===== src/rtl/acc_multi_sequencer_pkg.sv =====
// acc_multi_pkg: shared types and constants for the accumulator sequencer.
// Decode bit positions, FSM states, string modes, STRNCPY length field.
package acc_multi_pkg;

    typedef enum logic [2:0] {
        IDLE,
        DECODE,
        GRANT,
        S_RD,
        S_WR,
        S_CHK,
        ERROR
    } state_t;

    typedef enum logic {
        CPY,
        NCPY
    } mode_t;

    localparam int DEC_LOAD        = 0;
    localparam int DEC_ADD         = 1;
    localparam int DEC_STORE       = 2;
    localparam int DEC_BRZ         = 3;
    localparam int DEC_STRCPY      = 4;
    localparam int DEC_CHK_STRCPY  = 5;
    localparam int DEC_STRNCPY     = 6;
    localparam int DEC_CHK_STRNCPY = 7;

    localparam int NLEN_LSB = 3;
    localparam int NLEN_MSB = 6;

    function automatic logic is_onehot(input logic [6:0] v);
        return (v != 7'd0) && ((v & (v - 7'd1)) == 7'd0);
    endfunction

endpackage


===== src/rtl/acc_multi_sequencer_if.sv =====
// acc_multi_sequencer_if: single shared memory port, req/ack handshake.
// master = sequencer side, slave = memory side.
interface acc_multi_sequencer_if #(
    parameter int DATA_W = 16
);
    logic              mem_req;
    logic              mem_we;
    logic [DATA_W-1:0] mem_addr;
    logic [DATA_W-1:0] mem_wdata;
    logic [DATA_W-1:0] mem_rdata;
    logic              mem_ack;

    modport master (
        output mem_req, mem_we, mem_addr, mem_wdata,
        input  mem_rdata, mem_ack
    );

    modport slave (
        input  mem_req, mem_we, mem_addr, mem_wdata,
        output mem_rdata, mem_ack
    );
endinterface


===== src/rtl/acc_multi_sequencer_mem_port.sv =====
// acc_mem_port_if: holds one memory request until ack (or timeout).
// Macro ACC_SEQ_MEM_TIMEOUT_EN adds the TIMEOUT-cycle ack watchdog.
module acc_mem_port_if
    import acc_multi_pkg::*;
#(
    parameter int DATA_W  = 16,
    parameter int TIMEOUT = 64
) (
    input  logic                  clk,
    input  logic                  rst,
    acc_multi_sequencer_if.master mem,
    input  logic                  launch,
    input  logic                  launch_we,
    input  logic [DATA_W-1:0]     launch_addr,
    input  logic [DATA_W-1:0]     launch_wdata,
    output logic                  done,
    output logic                  tmo,
    output logic [DATA_W-1:0]     rdata
);

    assign done  = mem.mem_req & mem.mem_ack;
    assign rdata = mem.mem_rdata;

    // Request register: a new launch wins over completing the old one.
    always_ff @(posedge clk) begin
        if (!rst) begin
            mem.mem_req   <= 1'b0;
            mem.mem_we    <= 1'b0;
            mem.mem_addr  <= '0;
            mem.mem_wdata <= '0;
        end else if (launch) begin
            mem.mem_req   <= 1'b1;
            mem.mem_we    <= launch_we;
            mem.mem_addr  <= launch_addr;
            mem.mem_wdata <= launch_wdata;
        end else if (done || tmo) begin
            mem.mem_req   <= 1'b0;
            mem.mem_we    <= 1'b0;
        end
    end

`ifdef ACC_SEQ_MEM_TIMEOUT_EN
    localparam int CW = $clog2(TIMEOUT + 1);

    logic [CW-1:0] cnt;

    // Cycles spent waiting on the current request.
    always_ff @(posedge clk) begin
        if (!rst || launch || done) begin
            cnt <= '0;
        end else if (mem.mem_req) begin
            cnt <= cnt + 1'b1;
        end
    end

    assign tmo = mem.mem_req && !mem.mem_ack
              && (cnt == CW'(TIMEOUT - 1));
`else
    logic unused_cfg;
    assign unused_cfg = (TIMEOUT > 0);
    assign tmo        = 1'b0;
`endif

endmodule


===== src/rtl/acc_multi_sequencer.sv =====
// acc_multi_sequencer: accumulator ISA controller, STRCPY/STRNCPY sequencer.
// Optional macro ACC_SEQ_MEM_TIMEOUT_EN: memory ack timeout to ERROR.
module acc_multi_sequencer
    import acc_multi_pkg::*;
#(
    parameter int DATA_W  = 16,
    parameter int MAX_STR = 256,
    parameter int TIMEOUT = 64
) (
    input  logic                  clk,
    input  logic                  rst,
    input  logic                  start,
    input  logic                  halt,
    input  logic [7:0]            acc_decode,
    input  logic [15:0]           instr,
    input  logic [DATA_W-1:0]     src_base,
    input  logic [DATA_W-1:0]     dst_base,
    output logic [7:0]            grant,
    output logic                  strcpy_step,
    output logic                  strncpy_step,
    output logic [DATA_W-1:0]     curr_char,
    output logic [DATA_W-1:0]     index,
    output logic                  busy,
    output logic                  err,
    acc_multi_sequencer_if.master mem
);

    state_t            state;
    mode_t             mode;
    logic [3:0]        nlen;
    logic [6:0]        dec;
    logic [3:0]        nlen_in;
    logic              dec_ok;
    logic              start_str;
    logic              chk_stop;
    logic [DATA_W-1:0] last_idx;
    logic              launch;
    logic              launch_we;
    logic [DATA_W-1:0] launch_addr;
    logic [DATA_W-1:0] launch_wdata;
    logic              done;
    logic              tmo;
    logic [DATA_W-1:0] rdata;
    logic              unused_bits;

    assign dec       = acc_decode[6:0];
    assign nlen_in   = instr[NLEN_MSB:NLEN_LSB];
    assign dec_ok    = is_onehot(dec);
    assign start_str = dec_ok && (dec[DEC_STRCPY]
                    || (dec[DEC_STRNCPY] && nlen_in != 4'd0));
    assign last_idx  = DATA_W'(nlen) - DATA_W'(1);
    assign chk_stop  = (mode == CPY)
                     ? (curr_char == '0
                        || index == DATA_W'(MAX_STR - 1))
                     : (index == last_idx);
    assign busy      = (state != IDLE);

    assign unused_bits = ^{acc_decode[7], instr[15:7], instr[2:0]};

    // Next memory request, issued on entry to S_RD / S_WR.
    always_comb begin
        launch       = 1'b0;
        launch_we    = 1'b0;
        launch_addr  = src_base;
        launch_wdata = curr_char;
        unique case (state)
            DECODE: launch = !halt && start_str;
            S_RD: begin
                launch       = done;
                launch_we    = 1'b1;
                launch_addr  = dst_base + index;
                launch_wdata = rdata;
            end
            S_CHK: begin
                launch      = !chk_stop;
                launch_addr = src_base + index + 1'b1;
            end
            default: ;
        endcase
    end

    // Sequencer FSM; grant and step outputs are one-cycle pulses.
    always_ff @(posedge clk) begin
        if (!rst) begin
            state        <= IDLE;
            mode         <= CPY;
            nlen         <= '0;
            grant        <= '0;
            strcpy_step  <= 1'b0;
            strncpy_step <= 1'b0;
            curr_char    <= '0;
            index        <= '0;
            err          <= 1'b0;
        end else begin
            grant        <= '0;
            strcpy_step  <= 1'b0;
            strncpy_step <= 1'b0;
            unique case (state)
                IDLE: if (start) state <= DECODE;
                DECODE: begin
                    if (halt) begin
                        state <= IDLE;
                    end else if (!dec_ok) begin
                        state <= ERROR;
                        err   <= 1'b1;
                    end else begin
                        unique case (1'b1)
                            dec[DEC_STRCPY]: begin
                                index <= '0;
                                mode  <= CPY;
                                state <= S_RD;
                            end
                            dec[DEC_STRNCPY]: begin
                                if (nlen_in == 4'd0) begin
                                    state <= ERROR;
                                    err   <= 1'b1;
                                end else begin
                                    nlen  <= nlen_in;
                                    index <= '0;
                                    mode  <= NCPY;
                                    state <= S_RD;
                                end
                            end
                            dec[DEC_CHK_STRCPY]: begin
                                state <= ERROR;
                                err   <= 1'b1;
                            end
                            default: begin
                                grant <= {4'b0, dec[3:0]};
                                state <= GRANT;
                            end
                        endcase
                    end
                end
                GRANT: state <= DECODE;
                S_RD: begin
                    if (tmo) begin
                        state <= ERROR;
                        err   <= 1'b1;
                    end else if (done) begin
                        curr_char <= rdata;
                        state     <= S_WR;
                    end
                end
                S_WR: begin
                    if (tmo) begin
                        state <= ERROR;
                        err   <= 1'b1;
                    end else if (done) begin
                        state <= S_CHK;
                        if (mode == CPY) begin
                            strcpy_step           <= 1'b1;
                            grant[DEC_CHK_STRCPY] <= 1'b1;
                        end else begin
                            strncpy_step           <= 1'b1;
                            grant[DEC_CHK_STRNCPY] <= 1'b1;
                        end
                    end
                end
                S_CHK: begin
                    if (!chk_stop) begin
                        index <= index + 1'b1;
                        state <= S_RD;
                    end else if (mode == CPY && curr_char != '0) begin
                        state <= ERROR;
                        err   <= 1'b1;
                    end else begin
                        state <= DECODE;
                    end
                end
                ERROR: err <= 1'b1;
                default: state <= IDLE;
            endcase
        end
    end

    acc_mem_port_if #(
        .DATA_W  (DATA_W),
        .TIMEOUT (TIMEOUT)
    ) u_port (
        .clk          (clk),
        .rst          (rst),
        .mem          (mem),
        .launch       (launch),
        .launch_we    (launch_we),
        .launch_addr  (launch_addr),
        .launch_wdata (launch_wdata),
        .done         (done),
        .tmo          (tmo),
        .rdata        (rdata)
    );

endmodule


===== src/flat_wrapper.sv =====
// flat-port wrapper written by rule: the top's interface ports become plain ports
module acc_multi_sequencer_flat import acc_multi_pkg::*;
#(
    parameter int DATA_W  = 16,
    parameter int MAX_STR = 256,
    parameter int TIMEOUT = 64
)
  (clk, rst, start, halt, acc_decode, instr, src_base, dst_base, grant, strcpy_step, strncpy_step, curr_char, index, busy, err, mem_mem_req, mem_mem_we, mem_mem_addr, mem_mem_wdata, mem_mem_rdata, mem_mem_ack);
  acc_multi_sequencer_if #(.DATA_W(DATA_W)) mem_i ();
  input  logic clk;
  input  logic rst;
  input  logic start;
  input  logic halt;
  input  logic [7:0] acc_decode;
  input  logic [15:0] instr;
  input  logic [DATA_W-1:0] src_base;
  input  logic [DATA_W-1:0] dst_base;
  output logic [7:0] grant;
  output logic strcpy_step;
  output logic strncpy_step;
  output logic [DATA_W-1:0] curr_char;
  output logic [DATA_W-1:0] index;
  output logic busy;
  output logic err;
  output wire logic [$bits(mem_i.mem_req)-1:0] mem_mem_req;
  output wire logic [$bits(mem_i.mem_we)-1:0] mem_mem_we;
  output wire logic [$bits(mem_i.mem_addr)-1:0] mem_mem_addr;
  output wire logic [$bits(mem_i.mem_wdata)-1:0] mem_mem_wdata;
  input wire logic [$bits(mem_i.mem_rdata)-1:0] mem_mem_rdata;
  input wire logic [$bits(mem_i.mem_ack)-1:0] mem_mem_ack;
  assign mem_mem_req = mem_i.mem_req;
  assign mem_mem_we = mem_i.mem_we;
  assign mem_mem_addr = mem_i.mem_addr;
  assign mem_mem_wdata = mem_i.mem_wdata;
  assign mem_i.mem_rdata = mem_mem_rdata;
  assign mem_i.mem_ack = mem_mem_ack;
  acc_multi_sequencer #(.DATA_W(DATA_W), .MAX_STR(MAX_STR), .TIMEOUT(TIMEOUT)) u_core (.clk(clk), .rst(rst), .start(start), .halt(halt), .acc_decode(acc_decode), .instr(instr), .src_base(src_base), .dst_base(dst_base), .grant(grant), .strcpy_step(strcpy_step), .strncpy_step(strncpy_step), .curr_char(curr_char), .index(index), .busy(busy), .err(err), .mem(mem_i));
endmodule

===== config.mk =====
export PLATFORM = sky130hd
export DESIGN_NAME = acc_multi_sequencer_flat
export DESIGN_NICKNAME = d
export VERILOG_FILES = /design/src/rtl/acc_multi_sequencer_pkg.sv /design/src/rtl/acc_multi_sequencer_if.sv /design/src/rtl/acc_multi_sequencer_mem_port.sv /design/src/rtl/acc_multi_sequencer.sv /design/src/flat_wrapper.sv
export SDC_FILE = /design/constraint.sdc
export NUM_CORES = 1
export LEC_CHECK = 0
export ABC_CLOCK_PERIOD_IN_PS = 4900
export BUFFER_PORTS_ARGS = -buffer_cell sky130_fd_sc_hd__buf_4
export CAP_MARGIN = 20
export CORE_MARGIN = 4
export CORE_UTILIZATION = 59
export CTS_BUF_LIST = sky130_fd_sc_hd__clkbuf_2
export CTS_CLUSTER_SIZE = 28
export DETAILED_ROUTE_END_ITERATION = 8
export PLACE_DENSITY = 0.88
export SETUP_SLACK_MARGIN = 0.5
export SYNTH_ARGS = -nofsm -noshare
export SYNTH_HDL_FRONTEND = slang
export SYNTH_HIERARCHICAL = 1
export SYNTH_SLANG_ARGS = --single-unit

===== constraint.sdc =====
create_clock -name clk -period 4.9 [get_ports clk]
set_clock_uncertainty 0.15 [all_clocks]
set_input_delay 0.49 -clock clk [delete_from_list [all_inputs] [get_ports clk]]
set_output_delay 0.49 -clock clk [all_outputs]
set_load 0.03 [all_outputs]

==> results.txt <==
The area of all placed cells without fillers is 6683 sq um. The total setup violations reported at the end of the flow is 0, and the ratio of total power to cell area is 181.6 nW/um^2. For this run, the leading register cell type out of synthesis is sky130_fd_sc_hd__dfxtp_1. For the number of cells produced by synthesis, the log shows 703. Counting stages on the worst path, the most repeated cell is sky130_fd_sc_hd__nor2b_1.

Relative to the synthesized area, the layout overhead comes to 18.79%. The flow ran to the end, and the final reports show no timing, DRC or antenna violations. After floorplanning, the core was divided into 35 placement rows. The starting utilization of the core area is 0.6088. The largest individual stage delay along the critical path comes from the cell sky130_fd_sc_hd__dfxtp_1. After the last flow step, the layout net total stands at 925.

Buffers added to address setup during post-CTS repair amount to 0. The share of the cycle needed by the critical path after routing is 0.6667. Wire length after detailed routing: 15180 microns. The tools report the hold violation total from the final report as 0. The run gives 0 as the initial antenna violation count.

For the number of top-level pins, the log shows 155. The root buffer cell was sky130_fd_sc_hd__clkbuf_2. Clock tree synthesis inserted a total of 9 buffers.

The leakage power figure came out at 2.809 nW. Summing all multi-input logic gate instances after layout gives 3625 sq um. For the number of sinks handled by clock tree synthesis, the log shows 81. The die is 105.6 microns tall.

The overall global routing resource usage is 0.2636. Traced cell by cell, the critical path runs through ha_1 -> fa_1 -> a21oi_1 -> nor2b_1 -> o31ai_1 -> a31oi_1 -> a41o_1 -> o41ai_1 -> xor2_1 -> o221ai_1 -> mux2i_1 -> nor2b_1. The run gives 6545 sq um as the placed cell area. The Yosys warning count was 6; the total power of the final layout was 1.214 mW. Buffers placed on the I/O ports in this run total 139.

The horizontal extent of the die was 105.6 microns; the timing-limited maximum frequency was 0.3061 GHz. After detailed routing, the number of remaining DRC violations is 0. The startpoint identified for the worst register-to-register timing path is u_core/index[0]. The run gives 339 as the number of DRC markers after the initial detailed-route iteration. The number of buffers inserted for hold repair after clock tree synthesis was 3.

TritonCTS built the clock tree. The endpoint arrival time on the critical path came out at 3560 ps. The setup slack on the worst flop-to-flop path was 1630 ps. Detailed-placement wirelength estimate: 11570 microns. Shortest clock period the worst path allows after layout: 3267 ps. The nature of the critical path startpoint is a register. The pre-antenna-repair detailed-routing pass consisted of 6 iterations.

In this run the number of H-tree levels came out at 3. 0 antenna diodes ended up in the layout. The endpoint type of the worst setup path was a register. The logs give 0.2839 for the headroom to the max-slew limit and 0.0001304 V for the peak supply drop. The worst hold path belongs to the class in -> reg.

The transition time at the pin with the least slew margin is 1070 ps. The run gives 5291 as the number of global-route vias before repair. The fraction of final layout cells sized beyond drive strength 1 came out at 0.2039. The capture instance of the worst register-to-register path is u_core/u_port/mem.mem_addr[14]. The critical path ends at u_core/u_port/mem.mem_addr[14]. Setup repair after global routing left no endpoint under its margin. The run gives 0.7232 as the final core utilization. The congestion estimate from routability-driven global placement came to 0.9084. The first global-routing pass estimated 24360 microns of wire. After synthesis the netlist holds a flip-flop and latch count of 81. The clock input transition at the sequential cells of the worst setup and hold paths is 250 ps, and the highest cell delay on the worst timing path is 470 ps. The mean instance size in the synthesized netlist was 8.002 sq um. The number of pins exceeding their max-slew limit in the final report is 0, and the netlist area before placement is 5625 sq um.

In the final routed layout, each cell accounts on average for 16.01 microns. The worst setup path is of the reg -> reg kind. The number of enable-type register cells in the synthesized netlist came out at 0.

The highest fanout seen on the critical path is 7, and the count of different cell masters after synthesis is 63. Number of standard cells in the layout, taps in and fillers out: 948. Setup total negative slack on the finished layout was measured at 0 ps. The post-route antenna net violation count was 0. After filler insertion, the fill cell instance count of the layout stands at 727.

Entering global routing, the biggest net connects 63 pins. The tools report the origin of the worst setup path as u_core/index[0]. The number of cells on the worst reg-to-reg path is 12.

Worst endpoint required time: 5190 ps. The max-cap check violation count was 0; the number of resized instances in the post-cts repair step was 0. In the final layout, flip-flops and latches occupy 1622 sq um.

The detailed-route via count came out at 5463. The fraction of registers with async set or reset after synthesis came out at 0. For the residual overflow from global routing, the log shows 0.

Portion of the post-synthesis area used by sequential elements: 0.2883. In this run the standard cell core region covers 9240 sq um. Cell total after placement: 927. The via density per instance works out to 5.763. The source-to-sink clock delay at the later pin of the worst-skew pair was 530 ps; the area of the die was 11160 sq um. The longest clock path from root to sink contains 2 buffers.
==> per-stage QoR <==
step / worst slack, ps / hold WS [ps]
after floorplan: 1907 / 359.9
after global placement: 1593 / 308.5
after detailed placement: 1507 / 315.5
after CTS: 1645 / 1.618
after global routing: 1358 / 11.94
final: 1633 / 48.46
==> kinds of logic (layout without fill, tap and decap cells) <==
group,Yosys count,count (layout),share of synthesized area
XOR/XNOR,43,43,0.06695
adder cells (fa/ha/maj),34,34,0.07829
buffers and inverters,67,182,0.06806
flip-flops,81,81,0.2883
multiplexers,40,40,0.07140
other,2,3,0.001335
AO/OA/AOI/OAI,142,142,0.1713
AND/OR/NAND/NOR,294,294,0.2544
==> cell usage after synthesis, types with 18 or more instances <==
library cell                n  area, sq um
sky130_fd_sc_hd__buf_4     22        165.2
sky130_fd_sc_hd__mux2i_1   39        390.4
sky130_fd_sc_hd__o21ai_0   22        110.1
sky130_fd_sc_hd__inv_1     18        67.56
sky130_fd_sc_hd__dfxtp_1   81         1622
sky130_fd_sc_hd__nand2_1  121        454.2
sky130_fd_sc_hd__nor2_1    44        165.2
sky130_fd_sc_hd__nor2b_1   43        269.0
sky130_fd_sc_hd__ha_1      32        400.4
sky130_fd_sc_hd__a21oi_1   35        175.2
sky130_fd_sc_hd__xnor2_1   27        236.5
==> cell type report <==
cell class / instances / share of cell area
well taps: 129 / 0.02415
clock inverters: 7 / 0.006740
repair buffers: 147 / 0.1666
multi-input cells: 556 / 0.5424
clock buffers: 9 / 0.006740
inverters: 19 / 0.01067
flip-flops and latches: 81 / 0.2427
==> per-layer routing <==
metal	wire (microns)	global-route usage	vias up
met5	0	0	-
met4	634	0.1314	0
met3	1141	0.06185	53
met2	7273	0.4454	267
met1	6132	0.3123	2487
li1	-	-	2656
==> worst max-delay path, delay by kind of cell, from the launching register on <==
kind / cells / cell delay [ps]
AO/OA/AOI/OAI: 6 / 1330
adder cells (fa/ha/maj): 2 / 700
flip-flops: 1 / 470
XOR/XNOR: 1 / 230
multiplexers: 1 / 170
AND/OR/NAND/NOR: 2 / 140
==> how the worst min path moves through the flow <==
stage,startpoint,to,depth (start not counted)
6_report,mem_mem_rdata[10],u_core/curr_char[10],3
4_1_cts,mem_mem_rdata[11],u_core/curr_char[11],3
3_3_place_gp,u_core/err,u_core/err,1
5_1_grt,mem_mem_rdata[14],u_core/curr_char[14],3
3_5_place_dp,u_core/err,u_core/err,1
2_1_floorplan,u_core/nlen[1],u_core/nlen[1],2
==> where the power goes <==
part / switching, mW / internal (mW) / leakage, nW / total [mW]
sequential: 0.0151 / 0.667 / 0.653 / 0.682
clock: 0.239 / 0.0655 / 0.0550 / 0.304
combinational: 0.119 / 0.109 / 2.10 / 0.227
total: 0.372 / 0.841 / 2.81 / 1.21
==> layout by cell type, fill, tap and decap left out, types with 10 or more instances in the layout <==
cell,n
sky130_fd_sc_hd__a21boi_0,16
sky130_fd_sc_hd__dfxtp_1,81
sky130_fd_sc_hd__nor2_1,44
sky130_fd_sc_hd__buf_4,143
sky130_fd_sc_hd__mux2i_1,39
sky130_fd_sc_hd__o21ai_0,22
sky130_fd_sc_hd__xnor2_1,27
sky130_fd_sc_hd__nand2_1,121
sky130_fd_sc_hd__xor2_1,16
sky130_fd_sc_hd__a21oi_1,35
sky130_fd_sc_hd__nor3_1,17
sky130_fd_sc_hd__nor2b_1,43
sky130_fd_sc_hd__and2_1,10
sky130_fd_sc_hd__inv_1,18
sky130_fd_sc_hd__ha_1,32
sky130_fd_sc_hd__or3_1,10
==> flip-flops by register name (all words and copies together) (netlist names) <==
name,flops
u_core/curr_char,16
u_core/err,1
u_core/grant,5
u_core/index,16
u_core/mode,1
u_core/nlen,4
u_core/state,3
u_core/strncpy_step,1
u_core/u_port/mem.mem_addr,16
u_core/u_port/mem.mem_req,1
u_core/u_port/mem.mem_wdata,16
u_core/u_port/mem.mem_we,1
(Power assumes the default switching activity.)
